<file path="src/rtl/pdp_acc_core_if.sv">
// Command and status bundle of the PDP accumulator core (master = host, slave = core).
// Latency: none, plain signal grouping.
// Backpressure: none; commands are fire-and-forget strobes. bp_hit exists only with PDP_BREAKPOINT_EN.
interface pdp_acc_core_if #(
    parameter int DW = 4,
    parameter int AW = 3
);
    logic          cmd_valid;
    logic [2:0]    cmd;
    logic [DW-1:0] cmd_arg;
    logic [AW-1:0] pc;
    logic [DW-1:0] acc;
    logic          carry;
    logic          busy;
    logic          halted;
`ifdef PDP_BREAKPOINT_EN
    logic          bp_hit;
`endif

    modport master (
        output cmd_valid, cmd, cmd_arg,
`ifdef PDP_BREAKPOINT_EN
        input  bp_hit,
`endif
        input  pc, acc, carry, busy, halted
    );

    modport slave (
        input  cmd_valid, cmd, cmd_arg,
`ifdef PDP_BREAKPOINT_EN
        output bp_hit,
`endif
        output pc, acc, carry, busy, halted
    );
endinterface

</file>
<file path="src/rtl/pdp_acc_core.sv">
// Accumulator micro-CPU: 2**AW slots of {3-bit opcode, DW-bit operand}, loaded via command port.
// Latency: every command/instruction takes effect on the next clock edge; outputs are registered.
// Backpressure: none; commands not accepted in the current state are dropped. Optional macro: PDP_BREAKPOINT_EN.
module pdp_acc_core #(
    parameter int DW = 4,
    parameter int AW = 3
) (
    input  logic           i_clock,
    input  logic           i_reset,
    pdp_acc_core_if.slave  io
);
    localparam logic [2:0] CMD_SETPC  = 3'd0;
    localparam logic [2:0] CMD_LDCODE = 3'd1;
    localparam logic [2:0] CMD_LDDATA = 3'd2;
    localparam logic [2:0] CMD_STEP   = 3'd3;
    localparam logic [2:0] CMD_RUN    = 3'd4;
    localparam logic [2:0] CMD_STOP   = 3'd5;
`ifdef PDP_BREAKPOINT_EN
    localparam logic [2:0] CMD_SETBP  = 3'd6;
`endif

    localparam logic [2:0] OP_LOAD  = 3'd0;
    localparam logic [2:0] OP_STORE = 3'd1;
    localparam logic [2:0] OP_ADD   = 3'd2;
    localparam logic [2:0] OP_BZ    = 3'd3;
    localparam logic [2:0] OP_SUB   = 3'd4;
    localparam logic [2:0] OP_BNZ   = 3'd5;
    localparam logic [2:0] OP_JMP   = 3'd6;

    typedef enum logic [1:0] {S_IDLE = 2'd0, S_RUN = 2'd1, S_HALT = 2'd2} state_t;

    state_t        r_state;
    logic [AW-1:0] r_pc;
    logic [DW-1:0] r_acc;
    logic          r_carry;
    logic [2:0]    r_code [0:(1<<AW)-1];
    logic [DW-1:0] r_data [0:(1<<AW)-1];
`ifdef PDP_BREAKPOINT_EN
    logic [AW-1:0] r_bp;
    logic          r_bp_vld;
    logic          r_bp_skip;   // set on RUN entry so the breakpoint slot itself can execute
    logic          r_bp_hit;
`endif

    logic [2:0]    w_op;
    logic [DW-1:0] w_arg;
    logic [AW-1:0] w_npc;
    logic [DW:0]   w_sum;
    logic [DW:0]   w_dif;
    logic [AW-1:0] w_x_pc;
    logic [DW-1:0] w_x_acc;
    logic          w_x_carry;
    logic          w_x_halt;
    logic          w_x_store;
    logic          w_stop;
    logic          w_bp_stop;
    logic          w_exec;
    logic          w_ld_code;
    logic          w_ld_data;
    logic          w_data_we;
    logic [AW-1:0] w_data_addr;
    logic [DW-1:0] w_data_wdat;

    assign w_op  = r_code[r_pc];
    assign w_arg = r_data[r_pc];
    assign w_npc = r_pc + 1'b1;
    assign w_sum = {1'b0, r_acc} + {1'b0, w_arg};
    assign w_dif = {1'b0, r_acc} - {1'b0, w_arg};   // MSB is the borrow

    assign w_stop    = io.cmd_valid && (io.cmd == CMD_STOP);
`ifdef PDP_BREAKPOINT_EN
    assign w_bp_stop = (r_state == S_RUN) && r_bp_vld && !r_bp_skip && (r_pc == r_bp);
`else
    assign w_bp_stop = 1'b0;
`endif
    // STEP executes from IDLE regardless of breakpoints; RUN executes unless stopped this cycle
    assign w_exec = ((r_state == S_IDLE) && io.cmd_valid && (io.cmd == CMD_STEP)) ||
                    ((r_state == S_RUN) && !w_stop && !w_bp_stop);
    assign w_ld_code = (r_state == S_IDLE) && io.cmd_valid && (io.cmd == CMD_LDCODE);
    assign w_ld_data = (r_state == S_IDLE) && io.cmd_valid && (io.cmd == CMD_LDDATA);

    assign w_data_we   = w_ld_data || (w_exec && w_x_store);
    assign w_data_addr = w_ld_data ? r_pc : w_arg[AW-1:0];
    assign w_data_wdat = w_ld_data ? io.cmd_arg : r_acc;

    // Next architectural state if the instruction at pc were executed this cycle
    always_comb begin
        w_x_pc    = w_npc;
        w_x_acc   = r_acc;
        w_x_carry = r_carry;
        w_x_halt  = 1'b0;
        w_x_store = 1'b0;
        case (w_op)
            OP_LOAD:  w_x_acc = w_arg;
            OP_STORE: w_x_store = 1'b1;
            OP_ADD:   {w_x_carry, w_x_acc} = w_sum;
            OP_BZ:    if (r_acc == '0) w_x_pc = w_arg[AW-1:0];
            OP_SUB:   {w_x_carry, w_x_acc} = w_dif;
            OP_BNZ:   if (r_acc != '0) w_x_pc = w_arg[AW-1:0];
            OP_JMP:   w_x_pc = w_arg[AW-1:0];
            default: begin
                w_x_pc   = r_pc;
                w_x_halt = 1'b1;
            end
        endcase
    end

    // Program and data storage; contents survive reset but a reset cycle blocks writes
    always_ff @(posedge i_clock) begin
        if (!i_reset) begin
            if (w_ld_code) r_code[r_pc] <= io.cmd_arg[2:0];
            if (w_data_we) r_data[w_data_addr] <= w_data_wdat;
        end
    end

    // Control FSM with pc/acc/carry and breakpoint registers
    always_ff @(posedge i_clock) begin
        if (i_reset) begin
            r_state <= S_IDLE;
            r_pc    <= '0;
            r_acc   <= '0;
            r_carry <= 1'b0;
`ifdef PDP_BREAKPOINT_EN
            r_bp      <= '0;
            r_bp_vld  <= 1'b0;
            r_bp_skip <= 1'b0;
            r_bp_hit  <= 1'b0;
`endif
        end else begin
`ifdef PDP_BREAKPOINT_EN
            r_bp_hit  <= 1'b0;
            r_bp_skip <= 1'b0;
`endif
            if (w_exec) begin
                r_pc    <= w_x_pc;
                r_acc   <= w_x_acc;
                r_carry <= w_x_carry;
                if (w_x_halt) r_state <= S_HALT;
            end
            case (r_state)
                S_IDLE: begin
                    if (io.cmd_valid) begin
                        case (io.cmd)
                            CMD_SETPC: begin
                                r_pc  <= io.cmd_arg[AW-1:0];
                                r_acc <= '0;
                            end
                            CMD_LDCODE, CMD_LDDATA: r_pc <= w_npc;
                            CMD_RUN: begin
                                r_state <= S_RUN;
`ifdef PDP_BREAKPOINT_EN
                                r_bp_skip <= 1'b1;
`endif
                            end
`ifdef PDP_BREAKPOINT_EN
                            CMD_SETBP: begin
                                if (io.cmd_arg[DW-1]) begin
                                    r_bp_vld <= 1'b0;
                                end else begin
                                    r_bp     <= io.cmd_arg[AW-1:0];
                                    r_bp_vld <= 1'b1;
                                end
                            end
`endif
                            default: ;
                        endcase
                    end
                end
                S_RUN: begin
                    if (w_stop) begin
                        r_state <= S_IDLE;
                    end else if (w_bp_stop) begin
                        r_state <= S_IDLE;
`ifdef PDP_BREAKPOINT_EN
                        r_bp_hit <= 1'b1;
`endif
                    end
                end
                S_HALT: begin
                    if (io.cmd_valid && (io.cmd == CMD_SETPC)) begin
                        r_pc    <= io.cmd_arg[AW-1:0];
                        r_state <= S_IDLE;
                    end
                end
                default: r_state <= S_IDLE;
            endcase
        end
    end

    assign io.pc     = r_pc;
    assign io.acc    = r_acc;
    assign io.carry  = r_carry;
    assign io.busy   = (r_state == S_RUN);
    assign io.halted = (r_state == S_HALT);
`ifdef PDP_BREAKPOINT_EN
    assign io.bp_hit = r_bp_hit;
`endif
endmodule

</file>
<file path="src/flat_wrapper.sv">
// flat-port wrapper written by rule: the top's interface ports become plain ports
module pdp_acc_core_flat 
#(
    parameter int DW = 4,
    parameter int AW = 3
)
  (i_clock, i_reset, io_cmd_valid, io_cmd, io_cmd_arg, io_pc, io_acc, io_carry, io_busy, io_halted);
  pdp_acc_core_if #(.DW(DW), .AW(AW)) io_i ();
  input  logic i_clock;
  input  logic i_reset;
  input wire logic [$bits(io_i.cmd_valid)-1:0] io_cmd_valid;
  input wire logic [$bits(io_i.cmd)-1:0] io_cmd;
  input wire logic [$bits(io_i.cmd_arg)-1:0] io_cmd_arg;
  output wire logic [$bits(io_i.pc)-1:0] io_pc;
  output wire logic [$bits(io_i.acc)-1:0] io_acc;
  output wire logic [$bits(io_i.carry)-1:0] io_carry;
  output wire logic [$bits(io_i.busy)-1:0] io_busy;
  output wire logic [$bits(io_i.halted)-1:0] io_halted;
  assign io_i.cmd_valid = io_cmd_valid;
  assign io_i.cmd = io_cmd;
  assign io_i.cmd_arg = io_cmd_arg;
  assign io_pc = io_i.pc;
  assign io_acc = io_i.acc;
  assign io_carry = io_i.carry;
  assign io_busy = io_i.busy;
  assign io_halted = io_i.halted;
  pdp_acc_core #(.DW(DW), .AW(AW)) u_core (.i_clock(i_clock), .i_reset(i_reset), .io(io_i));
endmodule
</file>
<file path="config.mk">
export PLATFORM = sky130hd
export DESIGN_NAME = pdp_acc_core_flat
export DESIGN_NICKNAME = d
export VERILOG_FILES = /design/src/rtl/pdp_acc_core_if.sv /design/src/rtl/pdp_acc_core.sv /design/src/flat_wrapper.sv
export SDC_FILE = /design/constraint.sdc
export NUM_CORES = 1
export LEC_CHECK = 0
export BUFFER_PORTS_ARGS = -buffer_cell sky130_fd_sc_hd__buf_2
export CELL_PAD_IN_SITES_DETAIL_PLACEMENT = 0
export CELL_PAD_IN_SITES_GLOBAL_PLACEMENT = 2
export CORE_MARGIN = 4
export CORE_UTILIZATION = 30
export DETAILED_ROUTE_END_ITERATION = 6
export HOLD_SLACK_MARGIN = 0.15
export PLACE_DENSITY = 0.59
export SLEW_MARGIN = 20
export SYNTH_ARGS = -nofsm -noshare
export SYNTH_HDL_FRONTEND = slang
export SYNTH_SLANG_ARGS = --single-unit
</file>
<file path="constraint.sdc">
create_clock -name i_clock -period 3.5 [get_ports i_clock]
set_clock_uncertainty 0.15 [all_clocks]
set_input_delay 0.175 -clock i_clock [delete_from_list [all_inputs] [get_ports i_clock]]
set_output_delay 0.175 -clock i_clock [all_outputs]
set_load 0.01 [all_outputs]
</file>
==> results of run 1 <==
[layer usage]
layer | share of wire [%] | track usage (%) | vias to the layer above
met5 | 0 | 0 | -
met2 | 46 | 21.5 | 40
met1 | 49 | 19.8 | 1301
met3 | 3.7 | 3.21 | 5
met4 | 0.58 | 2.82 | 0
li1 | - | - | 1260
[area by class of cell]
class,instances,share of cell area [%]
Inverter,10,0.873
Tap cell,147,4.28
Sequential cell,66,43.8
Clock inverter,7,1.63
Multi-Input combinational cell,215,37.9
Timing Repair Buffer,38,6.29
Clock buffer,9,5.24
[cell usage after synthesis, drive strengths merged (3+ instances only)]
| cell | n |
|---|---|
| a22oi | 5 |
| a211o | 3 |
| nand2b | 3 |
| xnor2 | 3 |
| nor2b | 8 |
| mux2i | 14 |
| a211oi | 5 |
| edfxtp | 56 |
| inv | 10 |
| nor4 | 3 |
| nand2 | 17 |
| a221oi | 5 |
| dfxtp | 10 |
| a31oi | 9 |
| mux2 | 12 |
| xor2 | 3 |
| a21oi | 10 |
| clkbuf | 6 |
| o21ai | 13 |
| nor3 | 12 |
| ha | 11 |
| nand3 | 7 |
| nor2 | 22 |
| buf | 11 |
| mux4 | 3 |
| nand4 | 3 |
| o21a | 3 |
| nand3b | 4 |
| o31ai | 3 |
[worst min-delay path, stage by stage]
cell,delay [ns]
buf_2,0.13
nand2b_1,0.10
o31ai_1,0.20
a221oi_1,0.07
[worst paths after layout]
path / startpoint / endpoint / slack, ns / cells after the start
max: u_core.io.pc[0] / u_core.io.carry / 0.23 / 12
min: io_cmd_valid / u_core.r_state[1] / 0.26 / 4
max reg2reg: u_core.io.pc[0] / u_core.io.carry / 0.23 / 12
min reg2reg: u_core.io.carry / u_core.io.carry / 0.34 / 2
[registers in the layout, summed over array words and instances, names as in the netlist]
name             count
u_core.io.pc         3
u_core.r_state       2
u_core.io.carry      1
u_core.r_code       24
u_core.r_data       32
u_core.io.acc        4
[logic make-up after synthesis]
family,Yosys count
AOI/OAI and AO/OA,77
DFF,66
buffers and inverters,27
and+or+nand+nor,90
adders and majority gates,13
muxes,29
xor gates and xnor gates,6
[through the flow]
step / power [W] / cell area [sq um]
2_1_floorplan: 0.00126 / 3660
3_3_place_gp: 0.00140 / 3920
3_5_place_dp: 0.00140 / 3920
4_1_cts: 0.00230 / 4300
5_1_grt: 0.00239 / 4300
6_report: 0.00227 / 4300
[power by group through the flow]
stage	logic, W	clock network, W	registers (W)
6_report	0.000505	0.000884	0.000884
5_1_grt	0.000559	0.000942	0.000886
4_1_cts	0.000509	0.000905	0.000884
3_5_place_dp	0.000499	0	0.000901
3_3_place_gp	0.000502	0	0.000901
2_1_floorplan	0.000363	0	0.000894
[timing repair]
item | in CTS | in global routing
hold endpoints to repair | 32 | 0
endpoints found under the setup margin | 0 | 0
hold buffers | 8 | 0
==> results.md, run 1 <==
- Antenna Nets Post-Route: 0
- Cell family with most CP delay: compound AO/OA/AOI/OAI gates
- Post-synthesis cell type count: 69
- Sink Count: 66
- Final setup fails: 0
- Area contributors post-synth: edfxtp_1 (46%), dfxtp_1 (5.5%), mux2i_1 (3.8%)
- Req. time, crit path: 3.61 ns
- CP startpoint kind: register
- Yosys warnings: 0
- Gates resized, CTS repair: 0
- Clock network power share: 38.9%
- Die Height: 118 um
- Sequential cell area: 1880 sq um
- Drt drc: 0
- Routed wire per std cell: 19.6 um
- Power density cells: 529 nW/um^2
- Peak Freq: 306 MHz
- Final Max Slew Viols: 0
- Final WL: 9.65 mm
- CP Capture Type: register
- Critical path class: register to register
- Internal power: 0.00161 W
- Final worst slack: 0.228 ns
- Global-route wire length before repair: 14.8 mm
- Commonest non-fill, non-tap cell in the layout: edfxtp_1
- P_sw: 0.000661 W
- I/O pins: 20
- Non-filler cells, final: 492
- Fin util: 35.9%
- CP cell instances: buf_4, nor2b_1, a22oi_1, o2bb2ai_1, ha_1, inv_1, fa_1, a21oi_1, nor2b_1, o211ai_1, nand4b_1, a21oi_1
- Buf/Inv on CP: 2
- IO buf count: 19
- CP arrival: 3.38 ns
- Sw Ratio: 29.1%
- Final Hold Viols: 0
- Clock Root Buffer: clkbuf_16
- Vias in the first global route: 2481
- Layout fillers: 1194
- Crit path time final: 3.27 ns
- Vias: 2606
- Gr ovfl total: 0
- Largest net degree at the start of global routing: 26
- Yosys top cell by area: edfxtp_1
- Row count: 40
- Type of the tightest min-delay check: input pin to register
- Post-synth net total: 331
- Worst-Margin Slew: 0.881 ns
- Total GRT Usage: 13.8%
- Initial antenna violation count: 0
- Initial drt markers: 157
- # nets final: 363
- Sequential-to-total area share from yosys stat: 51.5%
- # Post-CTS Setup Buffers: 0
- Post-synth ARST share: 0%
- Largest family of logic cells by synthesized area: compound AO/OA/AOI/OAI gates
- Crit path max-delay cell type: dfxtp_1
- Commonest cells after routing, fill and taps aside: edfxtp_1 (56), nor2_1 (22), buf_2 (19)
- Area occupied by multi-input gates: 1630 sq um
- Syn Inst Count: 308
- DP HPWL: 7.15 mm
- Hold Slack: 0.264 ns
- Max Cap Viol: 0
- Number of synthesized register bits: 66
- H-tree lvl count: 3
- Multiplexer share of the synthesized area: 9.58%
- Core area: 12000 sq um
- Initial Util: 30.6%
- Crit path max fanout: 13
- Clock Latency Late Sink: 0.33 ns
- Relative slew slack: 40.7%
- Worst path max stage delay: 0.57 ns
- Mean Syn Cell Area: 11.9 sq um
- Share of cells above drive strength 1: 19.7%
- Post-synthesis simple-gate area fraction: 13.1%
- Ant. Diodes: 0
- Yosys top cell area share: 46.0%
- Cell count after placement: 468
- Unrepaired setup endpoints after global routing: false
- Die extent in x: 118 um
- Share of power burned in registers: 38.9%
- Placer Congestion: 0.787
- VDD IR-drop max: 0.269 mV
- Worst Setup Slack post-DPL: 0.274 ns
- CTS buffer count: 9
- Comb power frac: 22.2%
- Final period util: 93.5%
- Vias/cell: 5.30
- Pre-Repair DR Iteration Count: 4
- EDFF count, synth: 56
- Compound-Gate Fraction of Synth Area: 15.6%
- Clock transition at path regs: 0.06 ns
- Status: complete, no violations
- Synth Flop Type: edfxtp_1
- Leakage: 1.52 nW
- Mapped cell area: 3660 sq um
- Syn-to-layout area delta: 17.5%
- DIE AREA: 14000 sq um
- Post-Synth Adder-Cell Area: 4.86%
- CTS tree: done
- Xor-xnor portion of the synthesized cell area: 1.44%
- Clock tree buffer depth: 2
- Setup_tns: 0 ns
No activity file was read; power rests on OpenSTA's default activity.
==> run 2: changes to the inputs <==
REMOVE_ABC_BUFFERS = 1   (was unset)
==> run 2 against run 1 <==
- first-iteration DRC count down 14%
- worst hold slack gained 0.019 ns
- die area stayed put
- global-route usage is 0.64 points higher
- largest power group unchanged
==> results.md, run 2 (synthesis results as in run 1) <==
- Pre-Repair DR Iteration Count: 4 (unchanged)
- Critical R2R Launch: u_core.io.pc[0]
- CTS buffer count: 9 (unchanged)
- CP startpoint kind: register
- Critical path class: register to register
- Share of cells above drive strength 1: 19.3% (-0.40 points)
- Setup_tns: 0 ns (unchanged)
- Commonest cells after routing, fill and taps aside: edfxtp_1 (56), nor2_1 (22), buf_2 (19)
- Global-route wire length before repair: 15.2 mm (+2.9%)
- Drt drc: 0 (unchanged)
- Clock Latency Late Sink: 0.34 ns (about the same)
- Crit path to: u_core.io.carry
- Commonest non-fill, non-tap cell in the layout: edfxtp_1
- Routed wire per std cell: 19.9 um (+1.7%)
- Relative slew slack: 42.3% (+1.6 points)
- Worst-Margin Slew: 0.856 ns (-0.0257 ns)
- Most used cell, CP: a21oi_1
- Power density cells: 531 nW/um^2 (+0.45%)
- Vias: 2577 (-1.1%)
- Placer Congestion: 0.821 (+4.4%)
- CP cell instances: buf_4, nand2b_1, o221ai_1, o2bb2ai_1, ha_1, fa_1, a21oi_1, nor2_1, a211o_1, nand4b_1, a21oi_1
- Final worst slack: 0.266 ns (+0.0385 ns)
- Overall Power: 0.00228 W (+0.31%)
- Clock transition at path regs: 0.06 ns (about the same)
- Crit path max fanout: 11 (-2)
- I/O pins: 20 (unchanged)
- VDD IR-drop max: 0.238 mV (-12%)
- Sink Count: 66 (unchanged)
- Reg2reg end: u_core.io.carry
- Status: complete, no violations
- Row count: 40 (unchanged)
- Crit path time final: 3.23 ns (-0.0385 ns)
- DP HPWL: 7.32 mm (+2.4%)
- Max FFs per register: 32 (unchanged)
- Syn-to-layout area delta: 17.3%
- Clock Root Buffer: clkbuf_16
- Gr ovfl total: 0 (unchanged)
- Initial drt markers: 135 (-14%)
- DIE AREA: 14000 sq um (unchanged)
- Antenna Nets Post-Route: 0 (unchanged)
- Die extent in x: 118 um (unchanged)
- # nets final: 365 (+0.55%)
- H-tree lvl count: 3 (unchanged)
- Leakage: 1.51 nW (-0.41%)
- CP arrival: 3.31 ns (-0.07 ns)
- CTS tree: done
- Final WL: 9.85 mm (+2.2%)
- Req. time, crit path: 3.57 ns (-0.04 ns)
- Vias/cell: 5.22 (-1.5%)
- R2r setup slk: 0.27 ns (+0.04 ns)
- CP Capture Type: register
- Final Hold Viols: 0 (unchanged)
- Largest net degree at the start of global routing: 17 (-35%)
- Total GRT Usage: 14.5% (+0.64 points)
- Worst Setup Slack post-DPL: 0.306 ns (+0.0318 ns)
- Peak Freq: 309 MHz (+1.2%)
- Worst R2R Path Depth: 11 (-1)
- # Post-CTS Setup Buffers: 0 (unchanged)
- Fin util: 35.9% (-0.052 points)
- Type of the tightest min-delay check: input pin to register
- Core area: 12000 sq um (unchanged)
- Most flop-heavy register: u_core.r_data
- Final setup fails: 0 (unchanged)
- Vias in the first global route: 2621 (+5.6%)
- Initial Util: 30.6% (unchanged)
- Worst path max stage delay: 0.67 ns (+0.10 ns)
- Worst Setup SP: u_core.io.pc[0]
- Final Max Slew Viols: 0 (unchanged)
- Ant. Diodes: 0 (unchanged)
- Unrepaired setup endpoints after global routing: false
- Initial antenna violation count: 0 (unchanged)
- Max Cap Viol: 0 (unchanged)
- Crit path max-delay cell type: dfxtp_1
- IO buf count: 19 (unchanged)
- Clock tree buffer depth: 2 (unchanged)
- Die Height: 118 um (unchanged)
- Final period util: 92.4% (-1.1 points)
==> run 2: area by class of cell <==
class                           count  area, sq um
Fill cell                        1190         7670
Sequential cell                    66         1880
Multi-Input combinational cell    215         1630
Timing Repair Buffer               40          273
Clock buffer                       10          229
Tap cell                          147          184
Clock inverter                      6         57.6
Inverter                           10         37.5
==> run 2: worst min path at each step <==
stage | to | from | depth (start not counted)
global route | u_core.r_state[1] | io_cmd_valid | 4
finish | u_core.r_state[1] | io_cmd_valid | 4
CTS | u_core.r_state[1] | io_cmd_valid | 4
global placement | u_core.io.carry | u_core.io.carry | 2
floorplan | u_core.io.carry | i_reset | 1
detailed placement | u_core.io.carry | u_core.io.carry | 2
==> run 2: power breakdown <==
group,switching (W),total (W),leakage (nW),internal (W)
clock network,0.000332,0.000876,0.134,0.000544
registers,0.0000258,0.000891,0.592,0.000865
logic,0.000309,0.000512,0.784,0.000204
total,0.000666,0.00228,1.51,0.00161
==> run 2: timing repair <==
action | CTS | global route
setup endpoints to repair | 0 | 0
hold endpoints to repair | 38 | 0
gates resized for setup | 0 | 0
hold buffers | 8 | 0
==> run 2: routing by layer <==
layer	part of all wire (%)	global-route usage [%]	wire length [um]	vias up
li1	-	-	-	1258
met5	0	0	0	-
met3	3.5	3.40	342	21
met1	49	19.3	4780	1245
met2	45	22.2	4440	53
met4	3.0	7.02	292	0
==> run 2: critical path: cells and delay by family, from the launching register on <==
family / cells / cell delay, ns
buffers and inverters: 1 / 0.27
AND/OR/NAND/NOR: 3 / 0.42
adder cells (fa/ha/maj): 2 / 0.66
AO/OA/AOI/OAI: 5 / 0.93
flip-flops: 1 / 0.67
==> run 2: per-stage QoR <==
step	hold slack (ns)	cells	instance area, sq um
global placement	0.313	470	3930
detailed placement	0.317	470	3930
finish	0.282	494	4290
global route	0.349	494	4290
floorplan	0.0941	291	3550
CTS	0.269	494	4290
==> run 3: changes to the inputs <==
BUFFER_PORTS_ARGS = unset   (was -buffer_cell sky130_fd_sc_hd__buf_2)
DONT_BUFFER_PORTS = 1   (was unset)
==> run 3 against run 2 <==
- wire length down 1.3%
- register-to-register slack better by 0.08 ns
- global-route usage up 0.10 points
- non-clock buffer count down 15
- sequential power about the same
- clock power up 2%
==> results.md, run 3 (synthesis results as in run 1) <==
- Status: complete, no violations
- Clock transition at path regs: 0.05 ns (about the same)
- Syn-to-layout area delta: 15.9%
- # nets final: 350 (-4.1%)
- Unrepaired setup endpoints after global routing: false
- Pre-Repair DR Iteration Count: 4 (unchanged)
- Power density cells: 539 nW/um^2 (+1.4%)
- Type of the tightest min-delay check: input pin to register
- Gates resized, CTS repair: 0 (unchanged)
- I/O pins: 20 (unchanged)
- Final Max Slew Viols: 0 (unchanged)
- CTS buffer count: 9 (unchanged)
- Placed cell areas: 3840 sq um (-2.0%)
- CTS tree: done
- H-tree lvl count: 3 (unchanged)
- Most flop-heavy register: u_core.r_data
- Worst R2R Path Depth: 12 (+1)
- # Post-CTS Setup Buffers: 0 (unchanged)
- Commonest cells after routing, fill and taps aside: edfxtp_1 (56), nor2_1 (22), nand2_1 (17)
- Relative slew slack: 37.3% (-5.0 points)
- Die Height: 118 um (unchanged)
- CP startpoint kind: register
- Cell count after placement: 453 (-3.6%)
- Crit path time final: 3.16 ns (-0.0754 ns)
- Ant. Diodes: 0 (unchanged)
- Global-route wire length before repair: 15.5 mm (+1.8%)
- Drt drc: 0 (unchanged)
- CP Capture Type: register
- Peak Freq: 317 MHz (+2.4%)
- Clock tree buffer depth: 2 (unchanged)
- Vias/cell: 5.29 (+1.4%)
- Initial antenna violation count: 0 (unchanged)
- Share of cells above drive strength 1: 15.7% (-3.6 points)
- R2r setup slk: 0.34 ns (+0.08 ns)
- Req. time, crit path: 3.61 ns (+0.04 ns)
- Sink Count: 66 (unchanged)
- Sequential cell area: 1880 sq um (unchanged)
- Critical R2R Launch: u_core.io.pc[0]
- Crit path max fanout: 10 (-1)
- Gr ovfl total: 0 (unchanged)
- Non-filler cells, final: 479 (-3.0%)
- Clock Latency Late Sink: 0.34 ns (about the same)
- DP HPWL: 7.25 mm (-0.92%)
- Critical path class: register to register
- IO buf count: 0 (-19)
- Post-route cell area: 4240 sq um (-1.2%)
- Final setup fails: 0 (unchanged)
- Final WL: 9.73 mm (-1.3%)
- Vias in the first global route: 2595 (-0.99%)
- Vias: 2534 (-1.7%)
- Layout fillers: 1171 (-1.6%)
- Largest net degree at the start of global routing: 16 (-1)
- Antenna Nets Post-Route: 0 (unchanged)
- Placer Congestion: 0.816 (-0.60%)
- Initial Util: 30.6% (unchanged)
- Initial drt markers: 160 (+19%)
- CP arrival: 3.27 ns (-0.04 ns)
- Setup_tns: 0 ns (unchanged)
- Die extent in x: 118 um (unchanged)
- Final Hold Viols: 0 (unchanged)
- Row count: 40 (unchanged)
- Final period util: 90.2% (-2.2 points)
- Max FFs per register: 32 (unchanged)
- Routed wire per std cell: 20.3 um (+1.8%)
- DIE AREA: 14000 sq um (unchanged)
- Hold depth: 2 (-2)
- VDD IR-drop max: 0.257 mV (+8.3%)
- Cts hold-fix bufs: 10 (+2)
- Reg2reg end: u_core.io.carry
- Leakage: 1.44 nW (-4.6%)
- Worst-Margin Slew: 0.931 ns (+0.0749 ns)
- Core area: 12000 sq um (unchanged)
- Hold Crit Start: i_reset
- Clock Root Buffer: clkbuf_16
- Total GRT Usage: 14.6% (+0.10 points)
- Area occupied by multi-input gates: 1630 sq um (unchanged)
- Hold Path End: u_core.r_data[7][0]
- Commonest non-fill, non-tap cell in the layout: edfxtp_1
- Max Cap Viol: 0 (unchanged)
run 3: cell count changes in the layout (fill, tap and decap cells not counted), sizes merged:
cell and change:
buf -17, clkinv -2, clkinvlp +1, dlygate4sd3 +2
inv +1
run 3: area by class of cell:
type / instances / area share, %
Inverter: 10 / 0.885
Clock buffer: 10 / 5.40
Clock inverter: 6 / 1.56
Tap cell: 147 / 4.34
Sequential cell: 66 / 44.4
Timing Repair Buffer: 25 / 5.02
Multi-Input combinational cell: 215 / 38.4
run 3: worst max path at each step:
| stage | slack (ns) | cells after the start | start | endpoint |
|---|---|---|---|---|
| finish | 0.34 | 12 | u_core.io.pc[0] | u_core.io.carry |
| global route | 0.13 | 12 | u_core.io.pc[0] | u_core.io.carry |
| CTS | 0.36 | 12 | u_core.io.pc[0] | u_core.io.carry |
| detailed placement | 0.37 | 10 | u_core.io.pc[0] | u_core.io.carry |
| global placement | 0.37 | 10 | u_core.io.pc[0] | u_core.io.acc[3] |
| floorplan | 0.06 | 6 | u_core.io.pc[0] | u_core.r_data[5][0] |
run 3: power by group:
| part | switching, W | internal, W |
|---|---|---|
| Combinational | 0.000307 | 0.000198 |
| Sequential | 0.0000236 | 0.000865 |
| Clock | 0.000339 | 0.000552 |
| Total | 0.000670 | 0.00162 |
run 3: through the flow:
stage,setup WS [ns],total power [W],hold slack [ns],utilization (%)
finish,0.342,0.00228,0.173,35.4
global placement,0.366,0.00140,0.0985,32.1
global route,0.133,0.00241,0.200,35.4
floorplan,0.0624,0.00123,0.0941,-
CTS,0.364,0.00231,0.179,35.4
detailed placement,0.370,0.00139,0.100,32.1
run 3: worst max-delay path, cell delays in order (launching register included):
cell and delay [ns]:
dfxtp_1 0.59, buf_4 0.24, nor2b_1 0.17, a22oi_1 0.10
o2bb2ai_1 0.47, ha_1 0.27, inv_1 0.05, fa_1 0.40
a21oi_1 0.16, nor2b_1 0.06, o211ai_1 0.17, nand4b_1 0.12
a21oi_1 0.13
run 3: layer usage:
metal  track usage [%]  vias to the layer above  part of all wire [%]
li1                  -                     1234                     -
met1              19.7                     1260                    48
met2              23.0                       29                    48
met3              3.16                       11                   2.8
met4              5.43                        0                   1.6
met5                 0                        -                     0
